`config.mk`:
```
export PLATFORM = sky130hd
export DESIGN_NAME = wb_burst_resp
export DESIGN_NICKNAME = d
export VERILOG_FILES = /design/src/rtl/wb_burst_resp.sv
export SDC_FILE = /design/constraint.sdc
export NUM_CORES = 1
export LEC_CHECK = 0
export BUFFER_PORTS_ARGS = -buffer_cell sky130_fd_sc_hd__buf_2
export CAP_MARGIN = 30
export CORE_ASPECT_RATIO = 0.5
export CORE_UTILIZATION = 45
export DETAILED_ROUTE_END_ITERATION = 6
export GPL_TIMING_DRIVEN = 0
export PLACE_DENSITY = 0.72
export SLEW_MARGIN = 20
export SYNTH_ARGS = -nofsm -noshare
export SYNTH_HDL_FRONTEND = slang
export SYNTH_SLANG_ARGS = --single-unit
```
`constraint.sdc`:
```
create_clock -name clk_i -period 8.5 [get_ports clk_i]
set_input_delay 0.85 -clock clk_i [delete_from_list [all_inputs] [get_ports clk_i]]
set_output_delay 0.85 -clock clk_i [all_outputs]
set_load 0.005 [all_outputs]
```
`src/rtl/wb_burst_resp.sv`:
```
// Wishbone burst responder: terminates single/burst transfers onto a 1-cycle-latency local memory.
// Define WB_BURST_ERR_EN to answer out-of-window or overrunning requests with err beats instead of wrapping.
module wb_burst_resp #(
    parameter int          AW        = 8,
    parameter logic [31:0] BASE_ADDR = 32'h0000_0000
) (
    input  logic          clk_i,
    input  logic          rst_n,
    input  logic [31:0]   wbs_dat_i,
    input  logic [31:0]   wbs_adr_i,
    input  logic [3:0]    wbs_sel_i,
    input  logic [9:0]    wbs_bl_i,
    input  logic          wbs_bry_i,
    input  logic          wbs_we_i,
    input  logic          wbs_cyc_i,
    input  logic          wbs_stb_i,
    output logic [31:0]   wbs_dat_o,
    output logic          wbs_ack_o,
    output logic          wbs_lack_o,
    output logic          wbs_err_o,
    output logic          mem_cs_o,
    output logic          mem_we_o,
    output logic [AW-1:0] mem_addr_o,
    output logic [3:0]    mem_wmask_o,
    output logic [31:0]   mem_wdata_o,
    input  logic [31:0]   mem_rdata_i
);
    typedef enum logic [1:0] {IDLE, WR, RD, GAP} state_t;

    state_t        state_q, state_d;
    logic [AW-1:0] addr_q, addr_d;
    logic [9:0]    blen_q, blen_d, beat_cnt_q, beat_cnt_d, iss_cnt_q, iss_cnt_d;
    logic          err_mode_q, err_mode_d;
    logic          rd_pend_q, rd_pend_d, rd_vld_q, rd_vld_d, skid_vld_q, skid_vld_d;
    logic [31:0]   rd_data_q, rd_data_d, skid_q, skid_d;

    logic          req, in_burst, beat, last_beat;
    logic          wr_beat, rd_ack, rd_issue, err_beat, lack;
    logic [1:0]    occ;
    logic [9:0]    bl_eff;
    logic          req_err;

`ifdef WB_BURST_ERR_EN
    localparam logic [AW+10:0] WIN_END = {{10{1'b0}}, 1'b1, {AW{1'b0}}};
    logic [AW+10:0] end_addr;
    logic           unused_bits;
    assign end_addr    = {11'd0, wbs_adr_i[AW+1:2]} + {{(AW+1){1'b0}}, bl_eff};
    assign req_err     = (wbs_adr_i[31:AW+2] != BASE_ADDR[31:AW+2]) || (end_addr > WIN_END);
    assign unused_bits = ^{wbs_adr_i[1:0], BASE_ADDR[AW+1:0]};
`else
    logic unused_bits;
    assign req_err     = 1'b0;
    assign unused_bits = ^{wbs_adr_i[31:AW+2], wbs_adr_i[1:0], BASE_ADDR};
`endif

    assign req       = wbs_cyc_i & wbs_stb_i;
    assign bl_eff    = (wbs_bl_i == 10'd0) ? 10'd1 : wbs_bl_i;
    assign in_burst  = (state_q == WR) || (state_q == RD);
    assign beat      = in_burst & wbs_cyc_i & wbs_stb_i & wbs_bry_i;
    assign last_beat = (beat_cnt_q == blen_q - 10'd1);
    assign wr_beat   = beat & (state_q == WR) & ~err_mode_q;
    assign rd_ack    = beat & (state_q == RD) & ~err_mode_q & rd_vld_q;
    assign err_beat  = beat & err_mode_q;
    assign lack      = (wr_beat | rd_ack | err_beat) & last_beat;

    // A read is only issued when its data is guaranteed a landing slot (head or skid) the
    // following cycle, so reads stream at 1 beat/cycle and back-pressure never drops data.
    assign occ      = {1'b0, rd_vld_q} + {1'b0, skid_vld_q} + {1'b0, rd_pend_q};
    assign rd_issue = (state_q == RD) & ~err_mode_q & wbs_cyc_i & (iss_cnt_q < blen_q)
                    & ((occ - {1'b0, rd_ack}) < 2'd2);

    always_ff @(posedge clk_i or negedge rst_n) begin
        if (!rst_n) begin
            state_q    <= IDLE;
            addr_q     <= '0;
            blen_q     <= '0;
            beat_cnt_q <= '0;
            iss_cnt_q  <= '0;
            err_mode_q <= 1'b0;
            rd_pend_q  <= 1'b0;
            rd_vld_q   <= 1'b0;
            skid_vld_q <= 1'b0;
            rd_data_q  <= '0;
            skid_q     <= '0;
        end else begin
            state_q    <= state_d;
            addr_q     <= addr_d;
            blen_q     <= blen_d;
            beat_cnt_q <= beat_cnt_d;
            iss_cnt_q  <= iss_cnt_d;
            err_mode_q <= err_mode_d;
            rd_pend_q  <= rd_pend_d;
            rd_vld_q   <= rd_vld_d;
            skid_vld_q <= skid_vld_d;
            rd_data_q  <= rd_data_d;
            skid_q     <= skid_d;
        end
    end

    always_comb begin
        state_d    = state_q;
        addr_d     = addr_q;
        blen_d     = blen_q;
        beat_cnt_d = beat_cnt_q;
        iss_cnt_d  = iss_cnt_q;
        err_mode_d = err_mode_q;
        rd_pend_d  = rd_issue;
        rd_vld_d   = rd_vld_q;
        skid_vld_d = skid_vld_q;
        rd_data_d  = rd_data_q;
        skid_d     = skid_q;
        case (state_q)
            IDLE: begin
                beat_cnt_d = '0;
                iss_cnt_d  = '0;
                rd_vld_d   = 1'b0;
                skid_vld_d = 1'b0;
                if (req) begin
                    addr_d     = wbs_adr_i[AW+1:2];
                    blen_d     = bl_eff;
                    err_mode_d = req_err;
                    state_d    = wbs_we_i ? WR : RD;
`ifdef WB_BURST_ERR_EN
                    if (req_err) rd_data_d = '0;
`endif
                end
            end
            WR, RD: begin
                if (!wbs_cyc_i) begin
                    state_d    = IDLE;
                    rd_vld_d   = 1'b0;
                    skid_vld_d = 1'b0;
                end else begin
                    if (wr_beat | rd_ack | err_beat) beat_cnt_d = beat_cnt_q + 10'd1;
                    if (wr_beat | rd_issue) addr_d = addr_q + AW'(1);
                    if (rd_issue) iss_cnt_d = iss_cnt_q + 10'd1;
                    // Head register feeds dat_o; it only changes when empty or being consumed.
                    if (state_q == RD) begin
                        if (!rd_vld_q || rd_ack) begin
                            if (skid_vld_q) begin
                                rd_data_d  = skid_q;
                                rd_vld_d   = 1'b1;
                                skid_vld_d = rd_pend_q;
                                if (rd_pend_q) skid_d = mem_rdata_i;
                            end else if (rd_pend_q) begin
                                rd_data_d = mem_rdata_i;
                                rd_vld_d  = 1'b1;
                            end else begin
                                rd_vld_d = 1'b0;
                            end
                        end else if (rd_pend_q) begin
                            skid_d     = mem_rdata_i;
                            skid_vld_d = 1'b1;
                        end
                    end
                    if (lack) state_d = GAP;
                end
            end
            GAP:     state_d = IDLE;
            default: state_d = IDLE;
        endcase
    end

    always_comb begin
        wbs_ack_o   = wr_beat | rd_ack;
        wbs_err_o   = err_beat;
        wbs_lack_o  = lack;
        wbs_dat_o   = rd_data_q;
        mem_cs_o    = wr_beat | rd_issue;
        mem_we_o    = wr_beat;
        mem_addr_o  = (wr_beat | rd_issue) ? addr_q : '0;
        mem_wmask_o = wr_beat ? wbs_sel_i : 4'h0;
        mem_wdata_o = wr_beat ? wbs_dat_i : 32'h0;
    end
endmodule

```
==> metrics.yaml <==
status: "finished with violations"
violations: "DRC"
yosysTopAreaCell: "dfrtp_1"
endpoint_kind: "output port"
ant_nets: 0
cts_setup_buffers: 0
wl_per_cell_um: 15.7
final_nets: 915
finalSetupViolations: 0
numCtsBuffers: 9
utilization_pct: 57.5
start_kind: "flip-flop"
synth-seq-cells: 107
clk_pin_slew_worst_paths_ns: 0.07
reg2reg_depth: 13
tns_ns: 0
fin_skew_ns: 0.00767
synth_area_um2: 6010
p_per_area_nw_per_um2: 245
dieArea_um2: 13800
required_ns: 7.65
clock_latency_ns: 0.35
maxCapViolCount: 0
cp.arrival_ns: 3.65
synth_top_area_share_pct: 44.6
worst_slew_pin_slew_ns: 0.788
p_leak_nw: 3.85
fin_crit_sh_pct: 53.0
cp_num_cells: 15
synth_nets: 733
portBuffers: 170
synth.most_common_cell: "dfrtp_1"
antenna_found_initial: 0
first_pass_iters: 7
routabilityCongestion: 0.838
synth_edf_count: 0
first_global_vias: 5005
vias_per_cell: 5.46
slew_viol_final: 0
ir_drop_mv: 0.108
io_pins: 197
n_fill_cell: 1155
row_count: 29
hold_violations: 0
postCtsHoldBufs: 0
grt_pass1_wl_um: 24900
cts_tree: "yes"
cts_resized: 0
cts_sinks: 107
synth-async-reset-ratio_pct: 100
synth_cells: 598
overflow: 0
critical_path_class: "flip-flop to output port"
ys.flop_type: "dfrtp_1"
area_growth_pct: 22.9
critical_path_peak_fanout: 10
hold_path_class: "input pin to async pin"
track_usage_pct: 22.3
layout-drive-gt1-share_pct: 27.9
htree_num_levels: 3
ys_types: 67
dieHeight_um: 83.7
core_um2: 12800
fin_ws_ns: 4.00
yosys-top-cells-count: "107 x dfrtp_1, 53 x a21oi_1, 53 x nor2_1, 42 x and3_1, 41 x mux2_1"
vias: 5210
syn_area_per_cell_um2: 10.0
die_w_um: 165
post-dp-hpwl_um: 11000
yosysWarnings: 0
fin_crit_ns: 4.50
cp_cell_sequence: "inv_1 > ha_1 > buf_4 > and4_1 > nand2_1 > and2_1 > inv_2 > ha_1 > a22oi_1 > o211ai_1 > a21o_1 > nand2b_1 > clkbuf_1 > and2_1 > buf_2"
initial_core_util_pct: 46.8
pre_cts_slack_ns: 4.33
seq_area_frac_synth_pct: 44.6
ctsRootBufferMaster: "clkbuf_16"
grt_max_degree: 79
drc: 14
antenna_cells: 0
timing.fmax_mhz: 222
max_stage_delay_ns: 0.43
clk_path_buf_depth: 2
drt_iter0_markers: 374
critPathSlowestCell: "dfrtp_1"
rsz0062_at_grt: "false"
ys_top_cells_by_area: "dfrtp_1 45%, mux2_1 7.7%, mux2i_1 6.2%"
critPathBufInv: 5
wirelength_um: 15000
crit_family: "simple AND/OR/NAND/NOR gates"
slew_headroom_pct: 47.5
[stage by stage]
step	area (um2)	cells	hold WS [ns]	power (mW)
final	7380	954	0.377	1.81
after global routing	7380	954	0.383	1.95
after CTS	7380	954	0.377	1.82
after detailed placement	7110	939	0.475	1.42
after global placement	7070	938	0.466	1.39
after floorplan	6010	598	0.458	1.16
[path summary, 6_finish.rpt]
kind	from	endpoint	slack, ns
max in group asynchronous	rst_n	wbs_dat_o[2]$_DFFE_PN0P_	7.46
min in group clk_i	skid_q[14]$_DFFE_PN0P_	skid_q[14]$_DFFE_PN0P_	0.49
max	state_q[0]$_DFFE_PN0P_	mem_addr_o[6]	4.00
min reg2reg	skid_q[14]$_DFFE_PN0P_	skid_q[14]$_DFFE_PN0P_	0.49
min	rst_n	beat_cnt_q[8]$_DFFE_PN0P_	0.38
max reg2reg	state_q[0]$_DFFE_PN0P_	addr_q[1]$_DFFE_PN0P_	4.96
[layout by cell type, fill, tap and decap left out, types with 4 or more instances in the layout]
master / netlist / layout
buf_2: 12 / 181
dfrtp_1: 107 / 107
a21oi_1: 53 / 53
nor2_1: 53 / 53
and3_1: 42 / 42
mux2_1: 41 / 41
mux2i_1: 37 / 37
nand2_1: 31 / 31
inv_1: 25 / 25
ha_1: 19 / 19
clkbuf_1: 17 / 17
nand4_1: 15 / 15
and2_1: 12 / 12
xnor2_1: 10 / 10
clkbuf_16: 0 / 9
xor2_1: 8 / 8
nand3_1: 8 / 8
nand2b_1: 7 / 7
nor3_1: 7 / 7
buf_4: 5 / 5
o21ai_0: 5 / 5
o21ai_1: 5 / 5
o211ai_1: 4 / 4
nor4_1: 4 / 4
o31ai_1: 4 / 4
or3_1: 4 / 4
[layout make-up]
| cell class | count | area [um2] | area share [%] |
|---|---|---|---|
| clock buffer | 9 | 225 | 3.05 |
| tap | 170 | 213 | 2.88 |
| timing repair buffer | 171 | 885 | 12.0 |
| multi-input combinational | 428 | 3060 | 41.5 |
| clock inverter | 6 | 51.3 | 0.695 |
| sequential | 107 | 2680 | 36.3 |
| inverter | 28 | 105 | 1.42 |
| buffer | 35 | 165 | 2.24 |
[report_power, final]
part	total, mW	switching [mW]	internal (mW)
Combinational	0.657	0.372	0.284
Sequential	0.755	0.121	0.635
Clock	0.397	0.196	0.201
[cell families (layout without fill, tap and decap cells)]
family / after synthesis / count (layout) / share of synthesized area, %
and+or+nand+nor: 200 / 200 / 18.2
AOI/OAI and AO/OA: 110 / 110 / 11.9
DFF: 107 / 107 / 44.6
muxes: 80 / 80 / 14.2
buffers and inverters: 63 / 249 / 4.50
adders and majority gates: 19 / 19 / 3.96
xor gates and xnor gates: 18 / 18 / 2.62
other: 1 / 1 / 0.0624
[worst reg2reg max path: cells and delay by family (launching register included)]
| family | cells | cell delay, ns |
|---|---|---|
| adders and majority gates | 2 | 0.50 |
| buffers and inverters | 3 | 0.33 |
| and+or+nand+nor | 5 | 1.35 |
| muxes | 1 | 0.35 |
| AOI/OAI and AO/OA | 2 | 0.47 |
| DFF | 1 | 0.43 |
[flip-flops by register name, indices dropped and copies added, names as in the netlist]
name / cells
addr_q: 8
beat_cnt_q: 10
blen_q: 10
iss_cnt_q: 10
rd_pend_q: 1
rd_vld_q: 1
skid_q: 32
skid_vld_q: 1
state_q: 2
wbs_dat_o: 32
[layer usage]
| metal | vias to the layer above | routed length [um] | GRT usage, % |
|---|---|---|---|
| li1 | 2527 | - | - |
| met1 | 2551 | 7310 | 32.4 |
| met2 | 118 | 6870 | 34.9 |
| met3 | 14 | 635 | 3.73 |
| met4 | 0 | 151 | 4.30 |
| met5 | - | 0 | 0 |
Power figures use the tool's default switching activity.
